### config.mk
export PLATFORM = sky130hd
export DESIGN_NAME = fpu_dispatch
export DESIGN_NICKNAME = d
export VERILOG_FILES = /design/src/rtl/fpu_dispatch.sv
export SDC_FILE = /design/constraint.sdc
export NUM_CORES = 1
export LEC_CHECK = 0
export ABC_AREA = 1
export BUFFER_PORTS_ARGS = -buffer_cell sky130_fd_sc_hd__buf_2
export CORE_AREA = 2 2 143 180
export CTS_CLUSTER_SIZE = 10
export DETAILED_ROUTE_END_ITERATION = 16
export DIE_AREA = 0 0 145 182
export PLACE_DENSITY = 0.78
export SETUP_SLACK_MARGIN = 0.4
export SYNTH_ARGS = -nofsm -noshare
export SYNTH_HDL_FRONTEND = slang
export SYNTH_SLANG_ARGS = --single-unit
### constraint.sdc
create_clock -name clk -period 5.7 [get_ports clk]
set_input_delay 0.855 -clock clk [delete_from_list [all_inputs] [get_ports clk]]
set_output_delay 0.855 -clock clk [all_outputs]
set_load 0.01 [all_outputs]
### src/rtl/fpu_dispatch.sv
// In-order FP operand dispatch: command FIFO, per-unit busy tracking, one issue per cycle.
// Optional FPU_DISPATCH_BYPASS_EN forwards unit_done straight into the free check.
module fpu_dispatch #(
  parameter int NUM_UNITS = 6,
  parameter int DEPTH     = 4,
  parameter int TAG_W     = 4
) (
  input  logic                 clk,
  input  logic                 rst,
  input  logic                 cmd_valid,
  output logic                 cmd_ready,
  input  logic [2:0]           cmd_unit,
  input  logic [31:0]          cmd_op1,
  input  logic [31:0]          cmd_op2,
  input  logic [TAG_W-1:0]     cmd_tag,
  input  logic [NUM_UNITS-1:0] unit_done,
  output logic [31:0]          op1,
  output logic [31:0]          op2,
  output logic [2:0]           select,
  output logic                 issue,
  output logic [TAG_W-1:0]     issue_tag,
  output logic [NUM_UNITS-1:0] busy,
  output logic                 error
);

  localparam int PTR_W = $clog2(DEPTH);
  localparam int CNT_W = PTR_W + 1;

  typedef struct packed {
    logic [2:0]       unit;
    logic [31:0]      op1;
    logic [31:0]      op2;
    logic [TAG_W-1:0] tag;
  } cmd_t;

  typedef enum logic [1:0] {IDLE, WAIT, ISSUE} state_t;

  cmd_t                 mem [DEPTH];
  cmd_t                 head;
  logic [PTR_W-1:0]     wr_ptr, rd_ptr;
  logic [CNT_W-1:0]     count;
  state_t               state_q, state_d;
  logic                 accept, legal, push, pop, head_free;
  logic [NUM_UNITS-1:0] avail, head_onehot, busy_d;

  assign cmd_ready = (count != CNT_W'(DEPTH));
  assign accept    = cmd_valid && cmd_ready;
  assign legal     = ({1'b0, cmd_unit} < 4'(NUM_UNITS));
  assign push      = accept && legal;
  assign head      = mem[rd_ptr];

`ifdef FPU_DISPATCH_BYPASS_EN
  assign avail = ~busy | unit_done;
`else
  assign avail = ~busy;
`endif

  // NOTE: every always_comb output gets a default first so no path leaves it unassigned (no latch).
  always_comb begin
    head_onehot = '0;
    for (int u = 0; u < NUM_UNITS; u++) begin
      head_onehot[u] = (head.unit == 3'(u));
    end
  end

  assign head_free = |(head_onehot & avail);
  assign pop       = (count != '0) && head_free;

  // ISSUE marks the cycle right after a pop edge, so issue is a pure state decode.
  always_comb begin
    state_d = IDLE;
    if (pop)               state_d = ISSUE;
    else if (count != '0)  state_d = WAIT;
  end

  assign issue = (state_q == ISSUE);

  // Completion clears first; an issue to the same unit on the same edge re-sets the bit.
  always_comb begin
    busy_d = busy & ~unit_done;
    if (pop) busy_d = busy_d | head_onehot;
  end

  // NOTE: the command storage is left unreset; count gates every read, so stale entries are never used.
  always_ff @(posedge clk) begin
    if (push) mem[wr_ptr] <= '{unit: cmd_unit, op1: cmd_op1, op2: cmd_op2, tag: cmd_tag};
  end

  // NOTE: sequential state uses non-blocking assignments so all registers update from pre-edge values.
  always_ff @(posedge clk or posedge rst) begin
    if (rst) begin
      state_q   <= IDLE;
      wr_ptr    <= '0;
      rd_ptr    <= '0;
      count     <= '0;
      op1       <= '0;
      op2       <= '0;
      select    <= '0;
      issue_tag <= '0;
      busy      <= '0;
      error     <= 1'b0;
    end else begin
      state_q <= state_d;
      busy    <= busy_d;
      count   <= count + CNT_W'(push) - CNT_W'(pop);
      if (push) wr_ptr <= wr_ptr + 1'b1;
      if (pop) begin
        rd_ptr    <= rd_ptr + 1'b1;
        op1       <= head.op1;
        op2       <= head.op2;
        select    <= head.unit;
        issue_tag <= head.tag;
      end
      if (accept && !legal) error <= 1'b1;
    end
  end

endmodule

== Word-level counts from Yosys, hierarchy flattened ==
Memory sizes are Yosys's and may differ from the RTL's.
Index checks and enable logic that the tools add are counted.
Widths: inputs -> output; s select.

* Register bits: 87
* RAM bits: 284
* Input port bits: 80
* Output and inout port bits: 80
* Word-level logic and storage cells: 41
* Memories: 1

* Add/subtract/negate cells: 4
* Magnitude comparators: 1
* Equality and inequality tests: 7
* Multiplexer cells: 5
* Bitwise operators: 5
* Reduce and logical (&&, ||, !) cells: 8

{| class="wikitable"
|+ Memories
! memory !! words !! bits a word !! rd ports !! clocked after Yosys merged registers in !! wr ports !! RTL line !! RTL
|-
| mem || 4 || 71 || 1 || 0 || 1 || 38 || <nowiki>cmd_t mem [DEPTH];</nowiki>
|}

{| class="wikitable"
|+ Operator list
! cell !! count
|-
| $and 6x6->6 || 2
|-
| $not 6->6 || 2
|-
| $eq 3x2->1 const B || 2
|-
| $eq 3x3->1 const B || 2
|-
| $mux 6 || 1
|-
| $or 6x6->6 || 1
|-
| $reduce_or 6->1 || 1
|-
| $add 2x1->2 const B || 2
|-
| $logic_and 1x1->1 || 4
|-
| $add 3x1->3 || 1
|-
| $eq 3x1->1 const B || 1
|-
| $logic_not 3->1 || 1
|-
| $lt 3x3->1 const B || 1
|-
| $mux 1 || 3
|-
| $ne 3x3->1 const B || 1
|-
| $reduce_bool 3->1 || 1
|-
| $sub 3x1->3 || 1
|-
| $eq 2x2->1 const B || 1
|-
| $mux 2 || 1
|-
| $logic_not 1->1 || 1
|}

== Depth between registers and ports, before layout ==
Gate-level depths: netlist of run 1.
An unclocked memory read counts as a cell.

* Word-level depth: 6
* Mapped depth: 19

== Worst setup path before layout of run 1 ==
Ideal clock, no wire load.

* Kind: input-to-reg
* Start: in cmd_unit[2]
* End: mem mem[0][0] (netlist name) (enable)
* Library setup time: 0.501 ns
* Arrival: 4.164 ns
* Path slack: 1.035 ns
* Stages: 3
* Path through: nand2_1 > nand3_1 > nor2_1

* Cells in the longest elaborated chain, start to end: 4

{| class="wikitable"
|+ Ends and longest elaborated chain
! element !! RTL line !! RTL
|-
| start: declaration || 12 || <nowiki>input logic [2:0] cmd_unit,</nowiki>
|-
| $lt 3x3->1 || 48 || <nowiki>assign legal = ({1'b0, cmd_unit} < 4'(NUM_UNITS));</nowiki>
|-
| $logic_and 1x1->1 || 49 || <nowiki>assign push = accept && legal;</nowiki>
|-
| $mux 1 || 86 || <nowiki>if (push) mem[wr_ptr] <= '{unit: cmd_unit, op1: cmd_op1, op2: cmd_op2, tag: cmd_tag};</nowiki>
|-
| $mux 1 (implied by the code) || 86 ||
|-
| end: declaration || 38 ||
|}

Every way passes these cells.

== Worst setup path in the final report of run 1 ==
* Start: reg rd_ptr[0]
* End: reg count[2]

* Cells in the longest elaborated chain, start to end: 6
* Elaborated cells on any way between the ends: 11
* Those cells by class: 1 x add/sub; 5 x eq/ne; 1 x bitwise; 3 x reduce/logical; 1 x memory

{| class="wikitable"
|+ Ends and longest elaborated chain
! element !! RTL line !! RTL
|-
| start: declaration || 40 || <nowiki>logic [PTR_W-1:0] wr_ptr, rd_ptr;</nowiki>
|-
| start signal: assignment || 108 || <nowiki>rd_ptr <= rd_ptr + 1'b1;</nowiki>
|-
| $mem_v2 4x71 (*) || n/a ||
|-
| $eq 3x1->1, or another cell as far along || 62 || <nowiki>head_onehot[u] = (head.unit == 3'(u));</nowiki>
|-
| $and 6x6->6 (*) || 66 || <nowiki>assign head_free = |(head_onehot & avail);</nowiki>
|-
| $reduce_or 6->1 (*) || 66 ||
|-
| $logic_and 1x1->1 (*) || 67 || <nowiki>assign pop = (count != '0) && head_free;</nowiki>
|-
| via pop || 43 || <nowiki>logic accept, legal, push, pop, head_free;</nowiki>
|-
| $sub 3x1->3 (*) || 105 || <nowiki>count <= count + CNT_W'(push) - CNT_W'(pop);</nowiki>
|-
| end signal: assignment || 105 ||
|-
| end: declaration || 41 || <nowiki>logic [CNT_W-1:0] count;</nowiki>
|}

The timed path passes the listed nets; every way through them passes the cells marked *.
A chain may end at the register's enable or synchronous reset.

==> impl_metrics.sql, run 1 <==
INSERT INTO impl_metrics (metric_group, metric, value, unit) VALUES
('routing', 'post_route_ant_nets', '0', ''),
('layout', 'area_growth', '16.3', '%'),
('floorplan', 'start_util', '57.1', '%'),
('setup_path', 'critPathRequiredTime', '6.11', 'ns'),
('timing', 'worst_clock_skew', '0.0200', 'ns'),
('routing', 'wirelength', '30700', 'µm'),
('setup_path', 'critical_path.max_fanout', '73', ''),
('timing', 'final-max-slew-violation-count', '0', ''),
('cts', 'number_of_gates_resized_after_cts', '0', ''),
('cts', 'clock_tree.root_cell', 'sky130_fd_sc_hd__clkbuf_16', ''),
('setup_path', 'crit_arrival', '4.34', 'ns'),
('setup_path', 'cp_cell_sequence', 'inv_4 > nand2_1 > nand3_1 > nand2_1 > nand3_1 > nor2_1 > nor2_2 > nand2_4 > nand2_4 > inv_1 > ha_1 > inv_1 > ha_1 > inv_1 > fa_1 > xnor2_1', ''),
('logic_synthesis', 'synth_commonest_cells', '284 x sky130_fd_sc_hd__edfxtp_1, 180 x sky130_fd_sc_hd__nand2_1, 151 x sky130_fd_sc_hd__nor2_1', ''),
('timing', 'fmax', '255', 'MHz'),
('floorplan', 'core-area', '24800', 'µm²'),
('setup_path', 'critical_path.slowest_cell', 'sky130_fd_sc_hd__dfrtp_4', ''),
('logic_synthesis', 'yosys.area.top_type_share', '60.2', '%'),
('timing', 'report.final.hold_viol_count', '0', ''),
('cts', 'clock_tree_from_tritoncts', 'yes', ''),
('run', 'maxCapViolations', '0', ''),
('routing', 'dr.pass1.iters', '5', ''),
('power_and_ir_drop', 'power_density', '609', 'nW/µm²'),
('power_and_ir_drop', 'worst_ir_drop_vdd', '0.000572', 'V'),
('routing', 'wl_per_cell', '18.8', 'µm'),
('logic_synthesis', 'synth-edff-count', '284', ''),
('routing', 'post-route-drc-count', '0', ''),
('logic_synthesis', 'asyncSetResetFlopFracSynth', '23.5', '%'),
('cts', 'tritoncts_num_sinks', '371', ''),
('timing', 'period_needed', '3.93', 'ns'),
('logic_synthesis', 'synth.top_cells.by_area', 'sky130_fd_sc_hd__edfxtp_1 60%, sky130_fd_sc_hd__dfrtp_1 15%, sky130_fd_sc_hd__o21ai_0 4.8%, sky130_fd_sc_hd__nand2_1 4.8%, sky130_fd_sc_hd__nor2_1 4.0%', ''),
('logic_synthesis', 'synth_simple_gate_area_share', '12.6', '%'),
('timing', 'setup_repair_after_global_routing_missed_its_margin', 'no', ''),
('cts', 'cts_post_setup_buffers_inserted', '0', ''),
('logic_synthesis', 'syn_area', '14200', 'µm²'),
('floorplan', 'io_pins', '160', ''),
('status', 'status', 'completed', ''),
('timing', 'tightestPinTransition', '1.10', 'ns'),
('layout', 'fraction_of_final_layout_cells_sized_beyond_drive_strength_1', '18.7', '%'),
('setup_path', 'most_prevalent_standard_cell_on_the_critical_path', 'sky130_fd_sc_hd__inv_1', ''),
('floorplan', 'die_h', '182', 'µm'),
('logic_synthesis', 'post_synth_xor_area_fraction', '0.186', '%'),
('setup_path', 'cp-end-kind', 'flop', ''),
('hold_path', 'hold_path_class', 'primary input to async pin', ''),
('routing', 'num_vias', '9198', ''),
('cts', 'cts_made_buffers', '43', ''),
('timing', 'fin_crit_sh', '68.9', '%'),
('global_route', 'grt_util_all_layers', '23.6', '%'),
('setup_path', 'timing_worst_setup_path_type', 'flop to flop', ''),
('floorplan', 'number_of_core_rows', '65', ''),
('logic_synthesis', 'postSynthAreaPerCell', '12.7', 'µm²'),
('logic_synthesis', 'post_syn_instances', '1113', ''),
('timing', 'final-setup-viol-count', '0', ''),
('placed_design', 'finalWeightedCongestion', '0.779', ''),
('global_route', 'grt_antenna_before_repair', '4', ''),
('layout', 'design_area', '16500', 'µm²'),
('floorplan', 'floorplan.die_area', '26400', 'µm²'),
('floorplan', 'die_width', '145', 'µm'),
('global_route', 'grt_remaining_overflow', '0', ''),
('logic_synthesis', 'yosysWarningCount', '0', ''),
('placed_design', 'port_buffers', '159', ''),
('routing', 'drt-initial-drc-count', '846', ''),
('logic_synthesis', 'yosys.cell_count.top_type', 'sky130_fd_sc_hd__edfxtp_1', ''),
('global_route', 'first_global_vias', '9303', ''),
('logic_synthesis', 'synth.lib_cells_used.distinct', '28', ''),
('routing', 'route.detailed.vias_per_inst', '5.62', ''),
('cts', 'clock_insertion_delay_worst_skew', '0.54', 'ns'),
('global_route', 'largest_net_degree_at_the_start_of_global_routing', '94', ''),
('cts', 'clk_transition_reported_paths', '0.06', 'ns'),
('setup_path', 'cp-start-kind', 'flop', ''),
('layout', 'nets', '1349', ''),
('logic_synthesis', 'ys_ff_latch', '371', '');
-- sequential cells by signal, indices dropped and copies added, names as in the netlist --
signal	flops
mem	284
op2	32
wr_ptr	2
op1	32
error	1
busy	6
rd_ptr	2
select	3
state_q	2
count	3
issue_tag	4
-- worst register-to-register path, cell delays in order, from the launching register on --
cell and delay, ns:
sky130_fd_sc_hd__dfrtp_4 0.69, sky130_fd_sc_hd__inv_4 0.52, sky130_fd_sc_hd__nand2_1 0.17, sky130_fd_sc_hd__nand3_1 0.10
sky130_fd_sc_hd__nand2_1 0.11, sky130_fd_sc_hd__nand3_1 0.11, sky130_fd_sc_hd__nor2_1 0.06, sky130_fd_sc_hd__nor2_2 0.14
sky130_fd_sc_hd__nand2_4 0.07, sky130_fd_sc_hd__nand2_4 0.59, sky130_fd_sc_hd__inv_1 0.15, sky130_fd_sc_hd__ha_1 0.31
sky130_fd_sc_hd__inv_1 0.06, sky130_fd_sc_hd__ha_1 0.13, sky130_fd_sc_hd__inv_1 0.05, sky130_fd_sc_hd__fa_1 0.40
sky130_fd_sc_hd__xnor2_1 0.14
-- path summary, 6_finish.rpt --
check	startpoint	endpoint	slack (ns)	depth (start not counted)
setup / recovery	rd_ptr[0]	count[2]	1.77	16
hold / removal	rst	op1[20]	0.37	2
setup reg to reg	rd_ptr[0]	count[2]	1.77	16
hold reg to reg	issue_tag[1]	issue_tag[1]	0.46	2
max in group asynchronous	rst	rd_ptr[1]	4.22	3
min in group clk	issue_tag[1]	issue_tag[1]	0.46	2
-- logic make-up (layout without fill, tap and decap cells) --
group	after synthesis	count (layout)
other	0	4
XOR/XNOR	3	3
AND/OR/NAND/NOR	434	434
flip-flops	371	371
adder cells (fa/ha/maj)	7	7
AO/OA/AOI/OAI	206	206
buffers and inverters	92	276
-- per-layer routing --
layer  vias up  share of wire [%]  GRT usage, %
met5         -                  0             0
met4         0                2.8          9.19
met3        60                6.8          4.15
met2       373                 52          40.9
met1      4498                 39          29.9
li1       4267                  -             -
-- layout make-up --
cell class	instances	area (µm²)
Sequential cell	371	10700
Inverter	23	92.6
Timing Repair Buffer	173	901
Multi-Input combinational cell	650	3060
Fill cell	1792	8350
Clock buffer	75	1200
Antenna cell	4	10.0
Tap cell	335	419
Clock inverter	5	66.3
-- power by group --
group	internal, µW	switching [µW]	total, µW
combinational	1100	2580	3690
sequential	3620	282	3900
clock	1430	1010	2440
total	6150	3870	10000
-- metrics by stage --
step | worst slack (ns) | total power [µW] | util (%) | hold slack [ns] | instances
after floorplan | 1.04 | 6650 | - | 0.502 | 1113
after global placement | 1.84 | 7500 | 61.2 | 0.450 | 1552
after detailed placement | 1.73 | 7630 | 61.2 | 0.453 | 1552
after CTS | 1.73 | 10100 | 66.3 | 0.389 | 1632
after global routing | 1.37 | 10700 | 66.3 | 0.413 | 1636
final | 1.77 | 10000 | 66.3 | 0.373 | 1636
-- cell usage in the layout (no fill, tap or decap), types with 3 or more instances in the layout --
master,synthesis,routed
sky130_fd_sc_hd__or2_2,4,4
sky130_fd_sc_hd__nor2_1,151,147
sky130_fd_sc_hd__ha_1,6,6
sky130_fd_sc_hd__o22ai_1,68,68
sky130_fd_sc_hd__inv_2,4,3
sky130_fd_sc_hd__nand3_1,86,86
sky130_fd_sc_hd__dfrtp_1,87,85
sky130_fd_sc_hd__edfxtp_1,284,284
sky130_fd_sc_hd__nand2_1,180,180
sky130_fd_sc_hd__diode_2,0,4
sky130_fd_sc_hd__clkbuf_16,0,43
sky130_fd_sc_hd__nand4_1,4,4
sky130_fd_sc_hd__inv_1,18,17
sky130_fd_sc_hd__buf_4,1,14
sky130_fd_sc_hd__o21ai_0,136,136
sky130_fd_sc_hd__clkbuf_1,45,32
sky130_fd_sc_hd__nor2_4,0,4
sky130_fd_sc_hd__buf_2,12,159
Note: power is estimated with default switching activity, not from simulation.
==> run 2: changes to the inputs <==
==> constraint.sdc (replaced) <==
create_clock -name clk -period 3.7 [get_ports clk]
set_input_delay 0.555 -clock clk [delete_from_list [all_inputs] [get_ports clk]]
set_output_delay 0.555 -clock clk [all_outputs]
set_load 0.01 [all_outputs]
==> run 2 against run 1 <==
Compared with the run above:
- design area rose by 0.46%
- combinational power up 59%
- clock-buffer cell count decreased by 3
- worst setup slack worse by 0.68 ns
- flip-flop and latch count is the same
- utilization grew 0.31 points
- sequential power increased by 53%
- fmax up 51%
- register-to-register slack worse by 0.68 ns
- clock power rose by 53%
- first-iteration DRC count is 18% higher
- critical path depth down 4
==> impl_metrics.sql, run 2 (synthesis gave the netlist of run 1 again) <==
INSERT INTO impl_metrics (metric_group, metric, value, unit) VALUES
('global_route', 'grt_first_pass_wirelength', '48400', 'µm'),
('power_and_ir_drop', 'leakage', '0.00649', 'µW'),
('power_and_ir_drop', 'total_power', '15600', 'µW'),
('run', 'maxCapViolations', '0', ''),
('global_route', 'largest_net_degree_at_the_start_of_global_routing', '82', ''),
('floorplan', 'floorplan.die_area', '26400', 'µm²'),
('cts', 'clock_tree.root_cell', 'sky130_fd_sc_hd__clkbuf_16', ''),
('setup_path', 'r2r-start', 'rd_ptr[0]', ''),
('layout', 'largest_reg_flops', '284', ''),
('power_and_ir_drop', 'worst_ir_drop_vdd', '0.00184', 'V'),
('routing', 'drt-initial-drc-count', '998', ''),
('setup_path', 'critPathRequiredTime', '4.16', 'ns'),
('cts', 'cts.path.max_buffers', '3', ''),
('routing', 'route.detailed.vias_per_inst', '5.58', ''),
('cts', 'clock_tree_from_tritoncts', 'yes', ''),
('cts', 'cts_made_buffers', '43', ''),
('setup_path', 'rrSetupSlack', '1.09', 'ns'),
('layout', 'layout_commonest_cell', 'sky130_fd_sc_hd__edfxtp_1', ''),
('cts', 'clk_transition_reported_paths', '0.05', 'ns'),
('layout', 'final_cell_mix', '284 x sky130_fd_sc_hd__edfxtp_1, 180 x sky130_fd_sc_hd__nand2_1, 159 x sky130_fd_sc_hd__buf_2', ''),
('floorplan', 'core-area', '24800', 'µm²'),
('timing', 'final-max-slew-violation-count', '0', ''),
('layout', 'finalNonFillerCells', '1640', ''),
('global_route', 'grt_antenna_before_repair', '8', ''),
('power_and_ir_drop', 'power_density', '942', 'nW/µm²'),
('floorplan', 'start_util', '57.1', '%'),
('floorplan', 'io_pins', '160', ''),
('cts', 'hold_buffers', '0', ''),
('floorplan', 'number_of_core_rows', '65', ''),
('hold_path', 'hold_path_class', 'primary input to async pin', ''),
('global_route', 'first_global_vias', '9031', ''),
('layout', 'area_growth', '16.8', '%'),
('setup_path', 'r2r_cells', '12', ''),
('layout', 'reg_top3', 'mem x284, op1 x32, op2 x32', ''),
('setup_path', 'cp-start-kind', 'flop', ''),
('timing', 'fmax', '384', 'MHz'),
('setup_path', 'crit_arrival', '3.06', 'ns'),
('routing', 'wl_per_cell', '18.9', 'µm'),
('floorplan', 'die_width', '145', 'µm'),
('global_route', 'grt_util_all_layers', '23.6', '%'),
('timing', 'summed_negative_setup_slack_over_all_endpoints', '0', 'ns'),
('cts', 'h_tree_depth_reported_by_cts', '2', ''),
('cts', 'cts_post_setup_buffers_inserted', '0', ''),
('timing', 'final-setup-viol-count', '0', ''),
('layout', 'fraction_of_final_layout_cells_sized_beyond_drive_strength_1', '19.0', '%'),
('placed_design', 'port_buffers', '159', ''),
('routing', 'wirelength', '31000', 'µm'),
('layout', 'register_containing_the_most_flip_flops_in_the_final_layout', 'mem', ''),
('global_route', 'grt_remaining_overflow', '0', ''),
('setup_path', 'critical_path.max_fanout', '81', ''),
('cts', 'clock_insertion_delay_worst_skew', '0.54', 'ns'),
('setup_path', 'crit_path_to', 'select[2]', ''),
('placed_design', 'detailedPlacementHpwl', '16800', 'µm'),
('cts', 'number_of_gates_resized_after_cts', '0', ''),
('timing', 'worst_clock_skew', '0.0147', 'ns'),
('timing', 'maxSlewHeadroom', '32.7', '%'),
('timing', 'fin_crit_sh', '70.4', '%'),
('timing', 'setup_repair_after_global_routing_missed_its_margin', 'no', ''),
('routing', 'post-route-drc-count', '0', ''),
('setup_path', 'critPathLaunch', 'rd_ptr[0]', ''),
('setup_path', 'timing_worst_setup_path_type', 'flop to flop', ''),
('routing', 'dr.pass1.iters', '5', ''),
('timing', 'tightestPinTransition', '1.01', 'ns'),
('layout', 'fillers', '1754', ''),
('placed_design', 'dpl.cell_count', '1556', ''),
('floorplan', 'die_h', '182', 'µm'),
('layout', 'nets', '1353', ''),
('status', 'status', 'completed', ''),
('setup_path', 'cp-end-kind', 'flop', ''),
('routing', 'post_route_ant_nets', '0', ''),
('placed_design', 'finalWeightedCongestion', '0.826', ''),
('cts', 'tritoncts_num_sinks', '371', ''),
('routing', 'num_vias', '9157', ''),
('timing', 'period_needed', '2.61', 'ns'),
('setup_path', 'worst_r2r_endpoint', 'select[2]', ''),
('timing', 'report.final.hold_viol_count', '0', '');
## run 2: worst min path at each step
stage                 end  slack, ns  depth (start not counted)
3_5_place_dp       op1[1]       0.45                          2
3_3_place_gp      op2[27]       0.45                          2
4_1_cts        mem[1][48]       0.21                          1
5_1_grt        mem[1][45]       0.22                          1
2_1_floorplan    count[0]       0.50                          1
6_report          op1[20]       0.23                          2
## run 2: stage by stage
stage / hold slack [ns] / worst slack, ns / cell area (µm²) / utilization (%)
finish: 0.226 / 1.09 / 16500 / 66.6
global route: 0.219 / 0.880 / 16500 / 66.6
CTS: 0.207 / 1.12 / 16500 / 66.6
detailed placement: 0.453 / 1.13 / 15300 / 61.5
global placement: 0.449 / 1.19 / 15300 / 61.5
floorplan: 0.502 / -0.665 / 14200 / -
## run 2: worst max-delay path, stage by stage (launching register included)
cell and delay [ns]:
sky130_fd_sc_hd__dfrtp_4 0.52, sky130_fd_sc_hd__inv_4 0.11, sky130_fd_sc_hd__nand2_1 0.06, sky130_fd_sc_hd__nand3_1 0.09, sky130_fd_sc_hd__nand2_2 0.11, sky130_fd_sc_hd__inv_2 0.09, sky130_fd_sc_hd__nand3_1 0.09, sky130_fd_sc_hd__nor2_1 0.14
sky130_fd_sc_hd__nor2_2 0.07, sky130_fd_sc_hd__nand2_4 0.08, sky130_fd_sc_hd__buf_4 0.72, sky130_fd_sc_hd__nand3_1 0.26, sky130_fd_sc_hd__nand2_1 0.16
## run 2: where the power goes
group          internal (µW)  switching (µW)
Clock                   2180            1550
Combinational           1760            4120
Sequential              5570             382
Total                   9520            6050
## run 2: metal layers
layer  up-vias  routed length, µm  part of all wire, %  track usage, %
met3        67               2130                  6.9            4.75
met4         6                806                  2.6            9.31
met1      4488              12200                   39            29.6
met5         -                 36                 0.12               0
met2       310              15800                   51            40.6
li1       4286                  -                    -               -
## run 2: area by class of cell
| class | count | area, µm² | share of cell area [%] |
|---|---|---|---|
| antenna | 7 | 17.5 | 0.106 |
| clock buffer | 72 | 1180 | 7.17 |
| clock inverter | 5 | 66.3 | 0.401 |
| inverter | 23 | 92.6 | 0.560 |
| multi-input combinational | 650 | 3060 | 18.5 |
| sequential | 371 | 10700 | 64.8 |
| tap | 335 | 419 | 2.54 |
| timing repair buffer | 177 | 981 | 5.93 |
==> run 3: changes to the inputs <==
--- a/config.mk
+++ b/config.mk
@@ -7,11 +7,11 @@
 export LEC_CHECK = 0
 export ABC_AREA = 1
 export BUFFER_PORTS_ARGS = -buffer_cell sky130_fd_sc_hd__buf_2
-export CORE_AREA = 2 2 143 180
+export CORE_AREA = 2 2 151 190
 export CTS_CLUSTER_SIZE = 10
 export DETAILED_ROUTE_END_ITERATION = 16
-export DIE_AREA = 0 0 145 182
-export PLACE_DENSITY = 0.78
+export DIE_AREA = 0 0 153 192
+export PLACE_DENSITY = 0.74
 export SETUP_SLACK_MARGIN = 0.4
 export SYNTH_ARGS = -nofsm -noshare
 export SYNTH_HDL_FRONTEND = slang
==> constraint.sdc (replaced) <==
create_clock -name clk -period 2.3 [get_ports clk]
set_input_delay 0.345 -clock clk [delete_from_list [all_inputs] [get_ports clk]]
set_output_delay 0.345 -clock clk [all_outputs]
set_load 0.01 [all_outputs]
==> run 3 against run 2 <==
Compared with the run above:
- the run now ends with negative setup slack left
- sequential power rose by 62%
- die area grew 11%
- combinational power up 82%
- via count rose by 2.3%
- flip-flop and latch count stayed put
- non-clock buffer count is 29 higher
- clock skew about the same
- design area increased by 3.0%
- global-route usage down 2.2 points
- register-to-register slack got worse by 1.3 ns
==> impl_metrics.sql, run 3 (synthesis gave the netlist of run 1 again) <==
INSERT INTO impl_metrics (metric_group, metric, value, unit) VALUES
('status', 'violations', 'negative setup slack', ''),
('layout', 'reg_top3', 'mem x284, op1 x32, op2 x32', ''),
('setup_path', 'worst_r2r_endpoint', 'count[1]', ''),
('placed_design', 'detailedPlacementHpwl', '17300', 'µm'),
('timing', 'setup_repair_after_global_routing_missed_its_margin', 'yes', ''),
('layout', 'area_growth', '20.3', '%'),
('power_and_ir_drop', 'worst_ir_drop_vdd', '0.00177', 'V'),
('timing', 'worst_slack', '-0.237', 'ns'),
('timing', 'period_needed', '2.54', 'ns'),
('routing', 'num_vias', '9372', ''),
('layout', 'multi_input_area', '3180', 'µm²'),
('placed_design', 'placedInstanceArea', '15500', 'µm²'),
('layout', 'largest_reg_flops', '284', ''),
('hold_path', 'hold_depth', '1', ''),
('hold_path', 'hold_path_startpoint', 'cmd_op2[16]', ''),
('routing', 'wirelength', '32200', 'µm'),
('status', 'status', 'finished, violations left', ''),
('setup_path', 'critPathRequiredTime', '2.72', 'ns'),
('cts', 'clk_transition_reported_paths', '0.05', 'ns'),
('timing', 'final-setup-viol-count', '4', ''),
('timing', 'timing.hold.ws', '0.0262', 'ns'),
('timing', 'report.final.hold_viol_count', '0', ''),
('setup_path', 'timing_worst_setup_path_type', 'flop to flop', ''),
('floorplan', 'number_of_core_rows', '68', ''),
('floorplan', 'start_util', '51.5', '%'),
('timing', 'worst_clock_skew', '0.0145', 'ns'),
('setup_path', 'critical_path.max_fanout', '6', ''),
('global_route', 'largest_net_degree_at_the_start_of_global_routing', '116', ''),
('hold_path', 'min_delay_worst_endpoint', 'mem[1][20]', ''),
('floorplan', 'floorplan.die_area', '29400', 'µm²'),
('setup_path', 'rrSetupSlack', '-0.24', 'ns'),
('layout', 'layout_commonest_cell', 'sky130_fd_sc_hd__edfxtp_1', ''),
('timing', 'tightestPinTransition', '1.07', 'ns'),
('global_route', 'grt_first_pass_wirelength', '49000', 'µm'),
('power_and_ir_drop', 'power_density', '1550', 'nW/µm²'),
('floorplan', 'core-area', '27500', 'µm²'),
('placed_design', 'dpl_worst_slack', '-0.142', 'ns'),
('setup_path', 'cp-start-kind', 'flop', ''),
('placed_design', 'dpl.cell_count', '1584', ''),
('cts', 'clock_tree_from_tritoncts', 'yes', ''),
('cts', 'h_tree_depth_reported_by_cts', '2', ''),
('routing', 'dr.pass1.iters', '7', ''),
('hold_path', 'hold_path_class', 'primary input to flop', ''),
('setup_path', 'r2r-start', 'rd_ptr[0]', ''),
('layout', 'num_antenna_cells', '0', ''),
('layout', 'ff_latch_area', '10700', 'µm²'),
('timing', 'maxSlewHeadroom', '28.9', '%'),
('routing', 'route.detailed.vias_per_inst', '5.59', ''),
('setup_path', 'r2r_cells', '17', ''),
('placed_design', 'finalWeightedCongestion', '0.751', ''),
('routing', 'drt-initial-drc-count', '672', ''),
('layout', 'finalNonFillerCells', '1678', ''),
('global_route', 'grt_antenna_before_repair', '3', ''),
('timing', 'final-max-slew-violation-count', '0', ''),
('routing', 'post_route_ant_nets', '0', ''),
('layout', 'final_core_utilization', '62.0', '%'),
('layout', 'final_cell_mix', '284 x sky130_fd_sc_hd__edfxtp_1, 170 x sky130_fd_sc_hd__nand2_1, 159 x sky130_fd_sc_hd__buf_2', ''),
('cts', 'cts_made_buffers', '43', ''),
('global_route', 'grt_remaining_overflow', '0', ''),
('routing', 'wl_per_cell', '19.2', 'µm'),
('layout', 'fraction_of_final_layout_cells_sized_beyond_drive_strength_1', '22.6', '%'),
('floorplan', 'die_width', '153', 'µm'),
('setup_path', 'cp-end-kind', 'flop', ''),
('setup_path', 'critPathLaunch', 'rd_ptr[0]', ''),
('layout', 'register_containing_the_most_flip_flops_in_the_final_layout', 'mem', ''),
('layout', 'design_area', '17000', 'µm²'),
('cts', 'clock_insertion_delay_worst_skew', '0.53', 'ns'),
('setup_path', 'crit_arrival', '2.96', 'ns'),
('power_and_ir_drop', 'leakage', '0.00670', 'µW'),
('cts', 'cts.path.max_buffers', '3', ''),
('layout', 'fillers', '2097', ''),
('layout', 'nets', '1382', ''),
('cts', 'tritoncts_num_sinks', '371', ''),
('timing', 'fmax', '394', 'MHz'),
('routing', 'post-route-drc-count', '0', ''),
('floorplan', 'die_h', '192', 'µm'),
('cts', 'clock_tree.root_cell', 'sky130_fd_sc_hd__clkbuf_16', ''),
('global_route', 'first_global_vias', '9278', ''),
('placed_design', 'port_buffers', '159', ''),
('timing', 'fin_crit_sh', '110', '%'),
('run', 'maxCapViolations', '0', ''),
('floorplan', 'io_pins', '160', ''),
('global_route', 'grt_util_all_layers', '21.3', '%');
-- run 3: area by class of cell --
cell class,instances,share of cell area (%)
Sequential cell,371,62.9
Multi-Input combinational cell,650,18.7
Timing Repair Buffer,206,7.77
Clock buffer,76,7.35
Tap cell,350,2.57
Inverter,23,0.595
Clock inverter,2,0.162
-- run 3: metal layers --
layer  up-vias  share of wire, %  global-route usage (%)
met1      4602                39                    26.1
met4         6               3.0                    9.08
li1       4344                 -                       -
met2       339                52                    37.4
met3        81               5.9                    3.88
met5         -              0.11                       0
-- run 3: how the worst max path moves through the flow --
stage                     endpoint  slack [ns]  cells after the start
final                     count[1]       -0.24                     17
after global placement    count[1]       -0.09                     16
after global routing      count[1]       -0.31                     17
after CTS                 count[1]       -0.11                     17
after detailed placement  count[1]       -0.14                     17
after floorplan           count[1]       -0.19                     19
-- run 3: what timing repair did --
action / CTS / global route
gates resized for setup: 7 / 37
pin swaps: 8 / 16
setup buffers: 5 / 9
hold endpoints to repair: 9 / 0
hold buffers: 1 / 0
gates cloned: 0 / 1
endpoints found under the setup margin: 80 / 308
-- run 3: stage by stage --
step / power [µW] / TNS (ns)
2_1_floorplan: 16600 / -42.97
3_3_place_gp: 19500 / -1.32
3_5_place_dp: 19800 / -4.78
4_1_cts: 26100 / -3.77
5_1_grt: 28100 / -5.61
6_report: 26500 / -0.397
-- run 3: critical path, stage by stage, from the launching register on --
cell and delay [ns]:
sky130_fd_sc_hd__dfrtp_4 0.52, sky130_fd_sc_hd__inv_6 0.10, sky130_fd_sc_hd__nand2_2 0.06, sky130_fd_sc_hd__nand3_2 0.09, sky130_fd_sc_hd__nand2_4 0.08, sky130_fd_sc_hd__buf_6 0.12, sky130_fd_sc_hd__nand4_1 0.09, sky130_fd_sc_hd__nand2_1 0.08
sky130_fd_sc_hd__nor2_2 0.15, sky130_fd_sc_hd__nand2_4 0.08, sky130_fd_sc_hd__nand2_8 0.08, sky130_fd_sc_hd__inv_4 0.03, sky130_fd_sc_hd__ha_4 0.20, sky130_fd_sc_hd__inv_2 0.06, sky130_fd_sc_hd__ha_4 0.11, sky130_fd_sc_hd__inv_2 0.03
sky130_fd_sc_hd__fa_2 0.51, sky130_fd_sc_hd__inv_2 0.03
-- run 3: report_power, final --
part	switching, µW	internal [µW]	leakage [µW]
combinational	7100	3640	0.00244
clock	2450	3670	0.000607
sequential	656	8960	0.00365
